[src/rtl/survivor_traceback.sv]
// Survivor-memory traceback for a 4-state rate-1/2 Viterbi decoder.
// It buffers DEPTH decision vectors, traces back from start_state, then emits the decoded bits oldest first.
module survivor_traceback #(
  parameter int DEPTH = 8
) (
  input  logic       clk,
  input  logic       rst,
  input  logic       dec_valid,
  input  logic [3:0] dec,
  input  logic [1:0] start_state,
  output logic       in_ready,
  output logic       out_valid,
  output logic       out_bit,
  input  logic       out_ready,
  output logic [1:0] fsm_state
);

  // Handshakes: a transfer happens on a rising edge where valid and ready are both high;
  // valid/ready are sampled there, and data must be stable while valid is high and ready is low.
  localparam int PW = (DEPTH > 1) ? $clog2(DEPTH) : 1;
  localparam logic [PW-1:0] LAST = PW'(DEPTH - 1);

  typedef enum logic [1:0] {
    FILL  = 2'd0,
    TRACE = 2'd1,
    EMIT  = 2'd2
  } state_t;

  state_t          state, state_nxt;
  logic [PW-1:0]   wptr, rptr, idx;
  logic [1:0]      cur_state;
  logic [3:0]      mem [DEPTH];
  logic [DEPTH-1:0] outbuf;
  logic [3:0]      rd_vec;
  logic            accept, handshake;

  assign accept    = dec_valid && (state == FILL);
  assign handshake = out_ready && (state == EMIT);
  assign rd_vec    = mem[rptr];
  assign fsm_state = state;

  always_ff @(posedge clk or posedge rst) begin
    if (rst) state <= FILL;
    else     state <= state_nxt;
  end

  always_comb begin
    state_nxt = state;
    case (state)
      FILL:    if (accept && wptr == LAST) state_nxt = TRACE;
      TRACE:   if (rptr == '0) state_nxt = EMIT;
      EMIT:    if (handshake && idx == LAST) state_nxt = FILL;
      default: state_nxt = FILL;
    endcase
  end

  always_comb begin
    in_ready  = (state == FILL);
    out_valid = (state == EMIT);
    out_bit   = (state == EMIT) ? outbuf[idx] : 1'b0;
  end

  always_ff @(posedge clk or posedge rst) begin
    if (rst) begin
      wptr      <= '0;
      rptr      <= '0;
      idx       <= '0;
      cur_state <= 2'd0;
    end else begin
      case (state)
        FILL: begin
          idx <= '0;
          if (accept) begin
            if (wptr == LAST) begin
              wptr      <= '0;
              rptr      <= LAST;
              cur_state <= start_state;
            end else begin
              wptr <= wptr + 1'b1;
            end
          end
        end
        TRACE: begin
          // Step back to the predecessor selected by this state's decision bit.
          cur_state <= {cur_state[0], rd_vec[cur_state]};
          if (rptr != '0) rptr <= rptr - 1'b1;
          idx <= '0;
        end
        EMIT: begin
          if (handshake) idx <= (idx == LAST) ? '0 : idx + 1'b1;
        end
        default: begin
          wptr <= '0;
          rptr <= '0;
          idx  <= '0;
        end
      endcase
    end
  end

  // Storage carries no reset; only the pointers decide what is valid.
  always_ff @(posedge clk) begin
    if (accept)          mem[wptr]    <= dec;
    if (state == TRACE)  outbuf[rptr] <= cur_state[1];
  end

endmodule
[config.mk]
export PLATFORM = sky130hd
export DESIGN_NAME = survivor_traceback
export DESIGN_NICKNAME = d
export VERILOG_FILES = /design/src/rtl/survivor_traceback.sv
export SDC_FILE = /design/constraint.sdc
export NUM_CORES = 1
export LEC_CHECK = 0
export CELL_PAD_IN_SITES_DETAIL_PLACEMENT = 1
export CELL_PAD_IN_SITES_GLOBAL_PLACEMENT = 1
export CORE_MARGIN = 10
export CORE_UTILIZATION = 40
export CTS_CLUSTER_SIZE = 30
export DETAILED_ROUTE_END_ITERATION = 6
export PLACE_DENSITY_LB_ADDON = 0.1
export SYNTH_ARGS = -nofsm -noshare
export SYNTH_HDL_FRONTEND = slang
export SYNTH_SLANG_ARGS = --single-unit
[constraint.sdc]
create_clock -name clk -period 1.9 [get_ports clk]
set_clock_uncertainty 0.2 [all_clocks]
set_input_delay 0.19 -clock clk [delete_from_list [all_inputs] [get_ports clk]]
set_output_delay 0.19 -clock clk [all_outputs]
set_load 0.02 [all_outputs]
# ---- Yosys cells after proc, flatten, opt, wreduce, memory -nomap -nowiden
# Memory sizes are Yosys's and may differ from the RTL's.
# Index checks and enable logic that the tools add are counted.
dict set report op_classes {
  addsub 3
  magnitude_cmp 4
  div 0
  n_mux 27
  reduce_logical 14
  n_eq_ne 11
  mul 0
  shift 0
  n_bitwise 2
}
# cell n
set ops {}
lappend ops {{two-way mux 3 bit} 8}
lappend ops {{two-way mux 2 bit} 5}
lappend ops {{inequality test 2 x 1 -> 1 bit, second input constant} 5}
lappend ops {{one-hot mux 3 bit (3 select lines)} 1}
lappend ops {{bitwise mux 8 bit} 1}
lappend ops {{< comparator 3 x 4 -> 1 bit, second input constant} 2}
lappend ops {{adder 3 x 1 -> 3 bit, second input constant} 2}
lappend ops {{== test 3 bit, second input constant} 2}
lappend ops {{two-way mux 1 bit} 6}
lappend ops {{one-hot mux 2 bit (3 select lines)} 1}
lappend ops {{one-hot mux 3 bit (2 select lines)} 1}
lappend ops {{AND reduction 3 bit} 2}
lappend ops {{logical AND 1 bit} 5}
lappend ops {{inequality test 2 bit, second input constant} 2}
lappend ops {{one-hot mux 2 bit (2 select lines)} 1}
lappend ops {{AND reduction 4 bit} 1}
lappend ops {{binary-select mux 1 bit (select 3 bit)} 1}
lappend ops {{demux 1 bit (select 3 bit)} 1}
lappend ops {{greater-or-equal comparator 3 x 1 -> 1 bit, second input constant} 1}
lappend ops {{zero test 3 bit} 1}
lappend ops {{< comparator 2 x 3 -> 1 bit, second input constant} 1}
lappend ops {{nonzero test 3 bit} 1}
lappend ops {{subtractor 3 x 1 -> 3 bit, second input constant} 1}
lappend ops {{binary-select mux 1 bit (select 2 bit)} 1}
lappend ops {{other kinds (7)} 8}
dict set report totals {
  n_memories 1
  ram_bits 32
  mem_bits_ro 0
  latch_bits 0
  elab_cells 68
  reg_bits 21
}
# memory words word_bits read_ports rd_clocked_by_memory_dff write_ports line_no
set mem_list {}
lappend mem_list {mem 8 4 1 0 1 32} ;# logic [3:0] mem [DEPTH];

# ---- Longest topological paths before layout
dict set report logic_depth {
  word_depth 5
  ltp_mapped 7
  ltp_nobuf 6
}

# ---- Worst setup path after synthesis
# No wires, ideal clock.
dict set report synth_timing {
  kind {flip-flop to flip-flop}
  from {reg state[0] (netlist: fsm_state[0])}
  to {mem mem[0][0] (enable)}
  arrival_ps 1731
  path_buffers 1
  path_stages_with_launch 7
  setup_time_ps 361
  synth_period_minus_slack_ps 2292
  slack_ps -392
  cell_sequence {dfrtp_1 -> inv_1 -> ha_1 -> buf_2 -> nand2_1 -> or2_1 -> nor3_1}
}
dict set report synth_between {
  elab_chain_len 4
}
# element line_no
set synth_rtl {}
lappend synth_rtl {{start, declared} 29} ;# state_t state, state_nxt;
lappend synth_rtl {{start signal, assigned} 44} ;# else state <= state_nxt;
lappend synth_rtl {{zero test 2 bit} n/a}
lappend synth_rtl {{net in_ready} 11} ;# output logic in_ready,
lappend synth_rtl {{logical AND 1 bit} 37} ;# assign accept = dec_valid && (state == FILL);
lappend synth_rtl {{two-way mux 1 bit} 103} ;# if (accept) mem[wptr] <= dec;
lappend synth_rtl {{two-way mux 1 bit (implied by the code)} 103}
lappend synth_rtl {{end, declared} 32}
# The timed path passes the listed nets, and every way through them passes these cells.

# ---- Final worst setup path
dict set report layout_timing {
  from {reg idx[0]}
  to {out out_bit}
}
dict set report layout_between {
  elab_chain_len 3
}
# element line_no
set layout_rtl {}
lappend layout_rtl {{start, declared} 30} ;# logic [PW-1:0] wptr, rptr, idx;
lappend layout_rtl {{start signal, assigned} 90} ;# if (handshake) idx <= (idx == LAST) ? '0 : idx + 1'b1;
lappend layout_rtl {{binary-select mux 1 bit (select 3 bit)} 60} ;# out_bit = (state == EMIT) ? outbuf[idx] : 1'b0;
lappend layout_rtl {{two-way mux 1 bit (implied by the code)} 60}
lappend layout_rtl {{two-way mux 1 bit} 60}
lappend layout_rtl {{end, declared} 13} ;# output logic out_bit,
# No other way between the ends. The select of a mux whose other input is x is not followed.

==> results.yml <==
cts:
  ctsLongestPathBuffers: 2
  cts_made_buffers: 5
  path_clk_slew_ns: 0.10
  tritoncts: "yes"
  clk_latency_ns: 0.31
  postCtsHoldBufs: 0
  cts_max_level: 2
  clock_tree.root_cell: "clkbuf_8"
  cts_sinks: 53
worst_setup_path:
  cp.required_ns: 1.51
  critical_path.max_fanout: 3
  end_kind: "output pin"
  worst_r2r_path_depth: 8
  r2r_slack_ns: -0.06
  crit_arrival_ns: 1.61
  reg2reg_to: "fsm_state[0]$_DFFE_PP0P_"
  crit_start: "idx[0]$_DFFE_PP0P_"
  critPathKind: "reg -> out"
  cp-endpoint: "out_bit"
  cp_num_cells: 4
  critPathMaxStageDelay_ns: 0.50
  cp_num_buf_inv: 1
  start_kind: "flip-flop"
  rr_startpoint: "idx[0]$_DFFE_PP0P_"
  critPathTopFamily: "multiplexers"
  critical_path.cell_chain: "mux4_2 > mux2i_1 > nor2b_1 > buf_2"
  crit_slowest_cell: "mux4_2"
power:
  p_int_w: 0.00292
  sequentialPowerShare: 0.351
  p_leak_nw: 1.22
  vdd_drop_max_v: 0.000831
  switchingPower_w: 0.00176
  switching_share: 0.376
  p_per_area_nw_per_um2: 1480
  p_clk_frac: 0.141
  pwr-share-comb: 0.508
grt:
  antenna_found_initial: 0
  grt_pass1_wl_um: 9690
  track_usage: 0.123
  grt_pass1_vias: 1853
  grt_max_degree: 19
  grt_remaining_overflow: 0
min_path:
  hp-class: "in -> async"
status:
  violations: "setup timing"
  run_status: "finished with violations"
synthesis:
  syn_nets: 206
  async_flop_share: 0.245
  ys_seq_area_frac: 0.606
  mappedNetlistArea_um2: 2520
  synth_flop_cell: "edfxtp_1"
  avgSynthCellArea_um2: 13.5
  synth_seq_cells: 53
  synth-edff-count: 40
  synthCells: 186
  ys_types: 44
  yosysWarnings: 0
final_layout:
  nets: 256
  nFillCells: 640
  utilization: 0.524
  design_area_um2: 3160
  final_cell_mix: "40 x edfxtp_1, 33 x buf_4, 16 x nor2_1"
  layout-drive-gt1-share: 0.367
  area_growth_pct: 25.2
  ff_latch_area_um2: 1530
  multi_input_area_um2: 998
  final_common_cell: "edfxtp_1"
  fin_cells: 312
  num_antenna_cells: 0
sta:
  drv_slew: 0
  rsz0062_at_grt: "yes"
  worst_slew_pin_slew_ns: 0.546
  finalCritPeriodShare: 1.05
  fmax_ghz: 0.501
  final-hold-violation-count: 0
  fin_ws_ns: -0.0969
  relSlewSlack: 0.636
  fin_crit_ns: 2.00
  setup_viol: 2
die:
  core_area_um2: 6030
  fp.dieH_um: 99.4
  fp.dieW_um: 99.4
  fp.dieArea_um2: 9870
  pin_count: 15
  initial_core_util: 0.418
  fp-row-count: 28
place:
  placed_cell_area_um2: 2990
  dp_cells: 301
  place_ws_ns: -0.205
  hpwlAfterDp_um: 4700
  gp_congestion: 0.755
  port-buffer-count: 14
detailed_routing:
  drt-met1-wl_um: 2620
  drt_wl_total_um: 6040
  dr.max_layer_used: "met4"
  ant_nets: 0
  drc_errors: 0
  wl_met3_um: 178
  first_pass_iters: 4
  route.met2.wl_um: 3210
  vias_per_cell: 5.25
  wl_per_cell_um: 19.3
  num_vias: 1638
  drt_iter0_drc: 68
job:
  cap_violations: 0
## flip-flops by register name, summed over array words and instances, names as in the netlist
register	flops
cur_state	2
mem	32
wptr	3
idx	3
rptr	3
outbuf	8
fsm_state	2
## how the worst min path moves through the flow
stage	to	startpoint	cells past startpoint	slack [ns]
after floorplan	cur_state[0]$_DFFE_PP0P_	rst	1	-0.13
after detailed placement	fsm_state[1]$_DFFE_PP0P_	fsm_state[1]$_DFFE_PP0P_	1	0.34
final	wptr[2]$_DFFE_PP0P_	rst	2	0.01
after CTS	wptr[2]$_DFFE_PP0P_	rst	2	0.03
after global placement	fsm_state[1]$_DFFE_PP0P_	fsm_state[1]$_DFFE_PP0P_	1	0.33
after global routing	wptr[1]$_DFFE_PP0P_	rst	2	0.06
## layer usage
metal	vias to the layer above	global-route usage
met5	-	0
met4	0	0.0298
met3	4	0.0249
met2	20	0.221
met1	827	0.145
li1	787	-
## what timing repair did
action,in CTS,in global routing
gates resized for setup,18,15
setup endpoints to repair,10,17
buffers inserted,1,2
pin swaps,0,1
## synth_stat cells (all sizes together) (5+ instances only)
library cell | count | area, um2
edfxtp | 40 | 1200
dfrtp | 13 | 325
nand2 | 15 | 56.3
nand2b | 5 | 31.3
mux2i | 9 | 90.1
mux4 | 6 | 146
nor3 | 5 | 25.0
ha | 10 | 125
inv | 9 | 33.8
nor2 | 19 | 71.3
a21oi | 8 | 40.0
## final cells by class
class | instances | area share
Timing Repair Buffer | 49 | 0.126
Sequential cell | 53 | 0.485
Clock buffer | 5 | 0.0218
Inverter | 9 | 0.0123
Tap cell | 75 | 0.0297
Clock inverter | 3 | 0.00793
Multi-Input combinational cell | 118 | 0.316
## power groups by stage
| stage | Sequential [W] | Combinational [W] | Clock (W) |
|---|---|---|---|
| CTS | 0.00163 | 0.00230 | 0.000681 |
| global placement | 0.00163 | 0.00210 | 0 |
| floorplan | 0.00164 | 0.00136 | 0 |
| detailed placement | 0.00165 | 0.00220 | 0 |
| global route | 0.00167 | 0.00260 | 0.000719 |
| finish | 0.00164 | 0.00238 | 0.000659 |
## worst register-to-register path, stage by stage, from the launching register on
cell and delay [ns]:
dfrtp_2 0.42, buf_6 0.10, buf_4 0.11, ha_2 0.16, ha_2 0.18, nand2_2 0.05
a21o_1 0.18, a21oi_2 0.15, mux2_4 0.31
## cell families (layout without fill, tap and decap cells)
logic type	Yosys count	in the layout	share of synthesized area
muxes	19	19	0.112
and+or+nand+nor	60	60	0.117
buffers and inverters	15	66	0.0308
AOI/OAI and AO/OA	29	29	0.0854
DFF	53	53	0.606
adders and majority gates	10	10	0.0497
## through the flow
stage               setup TNS, ns  total power (W)  hold slack [ns]
floorplan                -0.00738          0.00300           -0.133
detailed placement          -1.87          0.00385            0.336
CTS                        -0.336          0.00461           0.0296
global route               -0.515          0.00499           0.0556
global placement           -0.497          0.00373            0.325
finish                     -0.162          0.00468           0.0132
(Power assumes the default switching activity.)
